File: config.mk
export PLATFORM = sky130hd
export DESIGN_NAME = change_dispenser
export DESIGN_NICKNAME = d
export VERILOG_FILES = /design/src/rtl/change_dispenser.sv
export SDC_FILE = /design/constraint.sdc
export NUM_CORES = 1
export LEC_CHECK = 0
export CAP_MARGIN = 20
export CORE_MARGIN = 5
export CORE_UTILIZATION = 58
export CTS_CLUSTER_SIZE = 10
export DETAILED_ROUTE_END_ITERATION = 6
export DONT_BUFFER_PORTS = 1
export PLACE_DENSITY = 0.76
export SETUP_SLACK_MARGIN = 0.02
export SLEW_MARGIN = 30
export SYNTH_ARGS = -nofsm -noshare
export SYNTH_HDL_FRONTEND = slang
export SYNTH_SLANG_ARGS = --single-unit
File: constraint.sdc
create_clock -name clk -period 2.6 [get_ports clk]
set_input_delay 0.26 -clock clk [delete_from_list [all_inputs] [get_ports clk]]
set_output_delay 0.26 -clock clk [all_outputs]
set_load 0.05 [all_outputs]
File: src/rtl/change_dispenser.sv
// change_dispenser: computes change for a sale and pays it out coin by coin through a req/ack hopper
module change_dispenser #(
    parameter int AMT_W       = 8,
    parameter int D0          = 20,
    parameter int D1          = 10,
    parameter int D2          = 5,
    parameter int INV_W       = 6,
    parameter int INV_INIT    = 8,
    parameter int ACK_TIMEOUT = 16
) (
    input  logic             clk,
    input  logic             reset,
    input  logic             start,
    input  logic [AMT_W-1:0] current_amount,
    input  logic [AMT_W-1:0] product_price,
    input  logic             coin_ack,
    input  logic [2:0]       refill,
    output logic             busy,
    output logic [2:0]       coin_req,
    output logic [AMT_W-1:0] change_amount,
    output logic             valid_transaction,
    output logic [AMT_W-1:0] shortfall,
    output logic             fault,
    output logic             done,
    output logic [INV_W-1:0] inv0,
    output logic [INV_W-1:0] inv1,
    output logic [INV_W-1:0] inv2
);
    localparam logic [2:0] IDLE = 3'd0, CALC = 3'd1, SELECT = 3'd2, WAIT_ACK = 3'd3, DONE = 3'd4;
    localparam int TW = $clog2(ACK_TIMEOUT) + 1;
    localparam logic [TW-1:0] T_LAST = TW'(ACK_TIMEOUT - 1);
    localparam logic [AMT_W-1:0] V0 = AMT_W'(D0), V1 = AMT_W'(D1), V2 = AMT_W'(D2);
    localparam logic [INV_W-1:0] INV_RST = INV_W'(INV_INIT), INV_MAX = '1;

    logic [2:0]       state;
    logic [AMT_W-1:0] amt, price, remaining, change, coin_val;
    logic [TW-1:0]    tcnt;
    logic [INV_W-1:0] inv [3];
    logic [2:0]       fit, pick, dec;
    logic             valid;

    // operand arithmetic, greedy coin choice and the inventory decrement strobe
    always_comb begin
        valid    = (price != '0) && (amt >= price);
        change   = valid ? amt - price : amt;
        fit      = {V2 <= remaining && inv[2] != '0, V1 <= remaining && inv[1] != '0, V0 <= remaining && inv[0] != '0};
        pick     = fit[0] ? 3'b001 : fit[1] ? 3'b010 : fit[2] ? 3'b100 : 3'b000;
        coin_val = coin_req[0] ? V0 : coin_req[1] ? V1 : V2;
        dec      = (state == WAIT_ACK && coin_ack) ? coin_req : 3'b000;
    end

    // transaction sequencer: latch, compute, then one coin per handshake until paid, stuck or timed out
    always_ff @(posedge clk) begin
        if (reset) begin
            state             <= IDLE;
            amt               <= '0;
            price             <= '0;
            remaining         <= '0;
            tcnt              <= '0;
            busy              <= 1'b0;
            coin_req          <= 3'b000;
            change_amount     <= '0;
            valid_transaction <= 1'b0;
            shortfall         <= '0;
            fault             <= 1'b0;
            done              <= 1'b0;
        end else begin
            done <= 1'b0;
            case (state)
                IDLE: if (start) begin
                    amt               <= current_amount;
                    price             <= product_price;
                    fault             <= 1'b0;
                    shortfall         <= '0;
                    change_amount     <= '0;
                    valid_transaction <= 1'b0;
                    busy              <= 1'b1;
                    state             <= CALC;
                end
                CALC: begin
                    change_amount     <= change;
                    valid_transaction <= valid;
                    remaining         <= change;
                    state             <= SELECT;
                end
                SELECT: if (pick != 3'b000) begin
                    coin_req <= pick;
                    tcnt     <= '0;
                    state    <= WAIT_ACK;
                end else begin
                    shortfall <= remaining;
                    done      <= 1'b1;
                    state     <= DONE;
                end
                WAIT_ACK: if (coin_ack) begin
                    coin_req  <= 3'b000;
                    remaining <= remaining - coin_val;
                    state     <= SELECT;
                end else if (tcnt == T_LAST) begin
                    coin_req  <= 3'b000;
                    fault     <= 1'b1;
                    shortfall <= remaining;
                    done      <= 1'b1;
                    state     <= DONE;
                end else begin
                    tcnt <= tcnt + TW'(1);
                end
                DONE: begin
                    busy  <= 1'b0;
                    state <= IDLE;
                end
                default: state <= IDLE;
            endcase
        end
    end

    // coin inventories: saturating refill, decrement on ack, simultaneous refill and ack cancel out
    always_ff @(posedge clk)
        for (int i = 0; i < 3; i++)
            inv[i] <= reset ? INV_RST
                    : (refill[i] && !dec[i] && inv[i] != INV_MAX) ? inv[i] + INV_W'(1)
                    : (dec[i] && !refill[i]) ? inv[i] - INV_W'(1)
                    : inv[i];

    assign inv0 = inv[0];
    assign inv1 = inv[1];
    assign inv2 = inv[2];
endmodule

-- Word-level counts from Yosys, hierarchy flattened
Memory sizes are Yosys's and may differ from the RTL's.
Index checks and enable logic that the tools add are counted.
- bits in registers: 55
- memory bits (writable): 18
- output and inout port bits: 41
- memories: 1
- memories (memory ; depth ; bits a word ; read ports ; clocked after memory_dff ; wr ports ; line ; source):
    inv ; 3 ; 6 ; 3 ; 0 ; 3 ; 38 ; logic [INV_W-1:0] inv [3];
- add/subtract/negate cells: 9
- order comparisons: 4
- eq/ne operators: 16
- muxes and demuxes: 48
- reduce and logical (&&, ||, !) cells: 41
- operator list (kind ; count):
    $mux 6 ; 9
    $mux 8 ; 6
    $mux 3 ; 11
    $pmux 8 s2 ; 2
    $pmux 8 s3 ; 1
    $mux 5 ; 4
    $add 6x1->6 const B ; 3
    $ne 6x6->1 const B ; 3
    $reduce_bool 6->1 ; 3
    $sub 6x1->6 const B ; 3
    $logic_and 1x1->1 ; 14
    $ne 2x2->1 const B ; 6
    $pmux 3 s4 ; 1
    $pmux 5 s2 ; 1
    $reduce_and 2->1 ; 5
    $reduce_bool 2->1 ; 5
    $ge 8x8->1 ; 1
    $le 3x8->1 const A ; 1
    $le 4x8->1 const A ; 1
    $le 5x8->1 const A ; 1
    $pmux 1 s2 ; 4
    $reduce_and 4->1 ; 2
    $reduce_bool 8->1 ; 1
    $sub 8x5->8 ; 1
    16 further kinds ; 29

-- Depth between registers and ports, before layout
An unclocked memory read counts as a cell.
- depth after elaboration: 9
- mapped depth: 11
- depth with buffers taken out: 10

-- Worst setup path before layout
Ideal clock, no wire load.
- path kind: reg2reg
- start point: memory inv[0][0]
- end point: memory inv[0][3]
- library setup time: 122 ps
- data arrival time: 2610 ps
- slack: -132 ps
- cell stages (with the launch flop): 9
- path through: dfxtp_1 nand4_1 o211ai_1 ha_1 a21o_1 a21oi_1 xor2_1 a21oi_1 a311o_1
- RTL lines (item ; line):
    start: declaration ; 38

-- Worst setup path after layout
- start point: register coin_req[0]
- end point: register remaining[5]
- word-level cells in the longest chain between the ends: 4
- RTL lines (item ; line ; source):
    start: declaration ; 19 ; output logic [2:0] coin_req,
    start signal: assignment ; 87 ; coin_req <= pick;
    $mux 5 ; 48 ; coin_val = coin_req[0] ? V0 : coin_req[1] ? V1 : V2;
    $sub 8x5->8 ; 97 ; remaining <= remaining - coin_val;
    $mux 8 ; 95 ; WAIT_ACK: if (coin_ack) begin
    $pmux 8 s2 ; 69 ; case (state)
    end signal: assignment ; 83 ; remaining <= change;
    end signal: assignment ; 97 ;
    end: declaration ; 36 ; logic [AMT_W-1:0] amt, price, remaining, change, coin_val;
Every way passes these cells. The select of a mux whose other input is x is not followed.
A chain may end at the register's enable or synchronous reset.

==> flow_summary.ini <==
[grt]
antenna_found_initial = 0
grt-ovfl-total = 0
grt_util_met2_pct = 39.5
grt_use_met1_pct = 25.8
grt_max_degree = 71
grt_pass1_vias = 3651
grt_pass1_wl_mm = 16.3
top_usage_layer = met2
grtUsageMet3_pct = 6.39
grt_use_total_pct = 22.5

[sta]
hold_viol = 0
clock_skew_ns = 0.00943
fin_setup_tns_ns = 0
fin_crit_ns = 2.41
setup_viol = 0
hold_slack_ns = 0.0236
max_freq_mhz = 415
drv_slew = 0
worst_slew_pin_slew_ns = 0.702
period_share_pct = 92.8
max-slew-margin-rel_pct = 52.9
rsz0062_at_grt = no

[hold_path]
min_path_cells = 1
hold_end = inv[0][15]
hold_class = input port to register
hp-start = reset

[die]
dieArea_mm2 = 0.00908
dieHeight_um = 95.3
chipWidth_um = 95.3
rows = 31
start_util_pct = 58.8
ios = 64
core_mm2 = 0.00718

[placed_design]
dp_hpwl_mm = 7.24
portBuffers = 0
gp_congestion = 0.814

[clocking]
cts_tree = built
cts_num_sinks = 73
clock_path_buffers = 2
clk_latency_ns = 0.34
cts_buffers = 9
cts_max_level = 3
clockRootBuffer = clkbuf_8
clk_pin_slew_ns = 0.08
cts_setup_buffers = 0

[layout]
fillers = 612
syn_to_final_growth_pct = 11.2
drive_above_1_share_pct = 15.4
n_antenna_cell = 0
nets = 583

[worst_setup_path]
r2r_end = remaining[5]
critPathMaxFanout = 5
worstRegToRegCells = 10
r2r_slack_ns = 0.19
critPathKind = register to register
r2r-start = coin_req[0]
cp.arrival_ns = 2.69
critPathCaptureType = register
required_ns = 2.87
cp-start-kind = register

[synthesis]
ys.warnings.count = 0
synth_nets = 564
avgSynthCellArea_um2 = 8.29
ys_seq_area_share_pct = 34.6
synthCells = 509
yosysMostFrequentCell = dfxtp_1
synth.area.top_cells = dfxtp_1, ha_1, a21oi_1
synth_top_flop_cell = dfxtp_1
netlist.area_leader.share_pct = 34.6
ys_ff_latch = 73
synth.distinct_cells = 65
syn_area_mm2 = 0.00422
synth_edf_count = 0
yosysTopAreaCell = dfxtp_1
synthTopCellsByCount = dfxtp_1, nand2_1, a21oi_1
synth-async-reset-ratio_pct = 0

[outcome]
status = complete, no violations

[route]
ant_nets = 0
num_vias = 3701
drt_wl_total_mm = 9.80
post_drt_wl_per_cell_um = 15.6
drt_iter0_drc = 174
vias_per_cell = 5.87
dr.pass1.iters = 5
drc = 0

[power_and_ir_drop]
leakage_nw = 1.85
ir_drop_uv = 521
powerDensity_mw_per_mm2 = 858
totalPowerFinal_mw = 4.03

[run]
cap_violations = 0
==> worst max-delay path: stages (launching register included) <==
cell	delay, ns
dfxtp_1	0.42
inv_1	0.11
nand2_1	0.13
inv_1	0.09
ha_1	0.33
o21a_1	0.19
o31a_1	0.11
o21ai_0	0.38
a41oi_1	0.19
a31o_2	0.24
a31oi_1	0.15
==> worst max-delay path by stage <==
stage                start           end  slack, ns  depth (start not counted)
4_1_cts             amt[0]  remaining[2]       0.14                         11
5_1_grt           state[2]    inv[0][11]       0.04                         10
3_3_place_gp        amt[0]  remaining[1]       0.21                         11
3_5_place_dp        amt[0]  remaining[1]       0.17                         11
6_report       coin_req[0]  remaining[5]       0.19                         10
2_1_floorplan    inv[0][2]     inv[0][3]     -0.005                          8
==> placed cells by master (no fill, tap or decap), types with 6 or more instances in the layout <==
| cell | count |
|---|---|
| buf_4 | 25 |
| a21o_1 | 8 |
| clkbuf_8 | 10 |
| xor2_1 | 7 |
| dfxtp_1 | 56 |
| nor2_1 | 47 |
| nand2_1 | 66 |
| inv_1 | 20 |
| ha_1 | 27 |
| a211oi_1 | 9 |
| dfxtp_2 | 17 |
| nand3_1 | 17 |
| a21oi_1 | 60 |
| nor3_1 | 15 |
| xnor2_1 | 13 |
| o21ai_0 | 17 |
| nor2b_1 | 6 |
| mux2i_1 | 11 |
==> layout make-up <==
type,count,area (um2),area share [%]
sequential,73,1480,31.6
clock inverter,3,42.5,0.907
clock buffer,11,141,3.01
tap,99,124,2.64
multi-input combinational,397,2600,55.4
inverter,20,75.1,1.60
timing repair buffer,27,226,4.83
==> repair_timing <==
item,in CTS,in global routing
gates resized for setup,0,3
hold buffers,1,0
setup endpoints to repair,0,5
endpoints found under the hold margin,70,0
==> where the power goes <==
part           leakage, nW  total (mW)  internal [mW]  switching [mW]
clock               0.0913       0.865          0.458           0.407
combinational         1.16        1.66          0.677           0.983
sequential           0.600        1.50           1.26           0.243
==> stage by stage <==
step | setup slack [ns] | area [um2] | utilization [%] | instances
floorplan | -0.00451 | 4240 | - | 509
global placement | 0.213 | 4470 | 62.2 | 615
detailed placement | 0.167 | 4470 | 62.2 | 615
CTS | 0.139 | 4680 | 65.2 | 630
global route | 0.0375 | 4690 | 65.4 | 630
finish | 0.188 | 4690 | 65.4 | 630
==> metal layers <==
metal	part of all wire, %	vias to the layer above	routed length [um]
met1	43	1728	4170
met2	49	104	4800
met5	0	-	0
li1	-	1861	-
met4	1.1	0	107
met3	7.3	8	716
==> logic make-up (layout without fill, tap and decap cells) <==
group	Yosys count	in the layout	share of synthesized area, %
buffers and inverters	39	61	4.00
AOI/OAI and AO/OA	141	141	21.7
adders and majority gates	32	32	10.4
muxes	16	16	3.91
DFF	73	73	34.6
xor gates and xnor gates	20	20	4.15
and+or+nand+nor	188	188	21.2
==> flip-flops by register name, indices dropped and copies added, names as in the netlist <==
register           flops
price                  8
coin_req               3
busy                   1
tcnt                   5
remaining              8
state                  3
amt                    8
shortfall              8
inv                   18
change_amount          8
valid_transaction      1
done                   1
fault                  1
No activity file was read; power rests on OpenSTA's default activity.
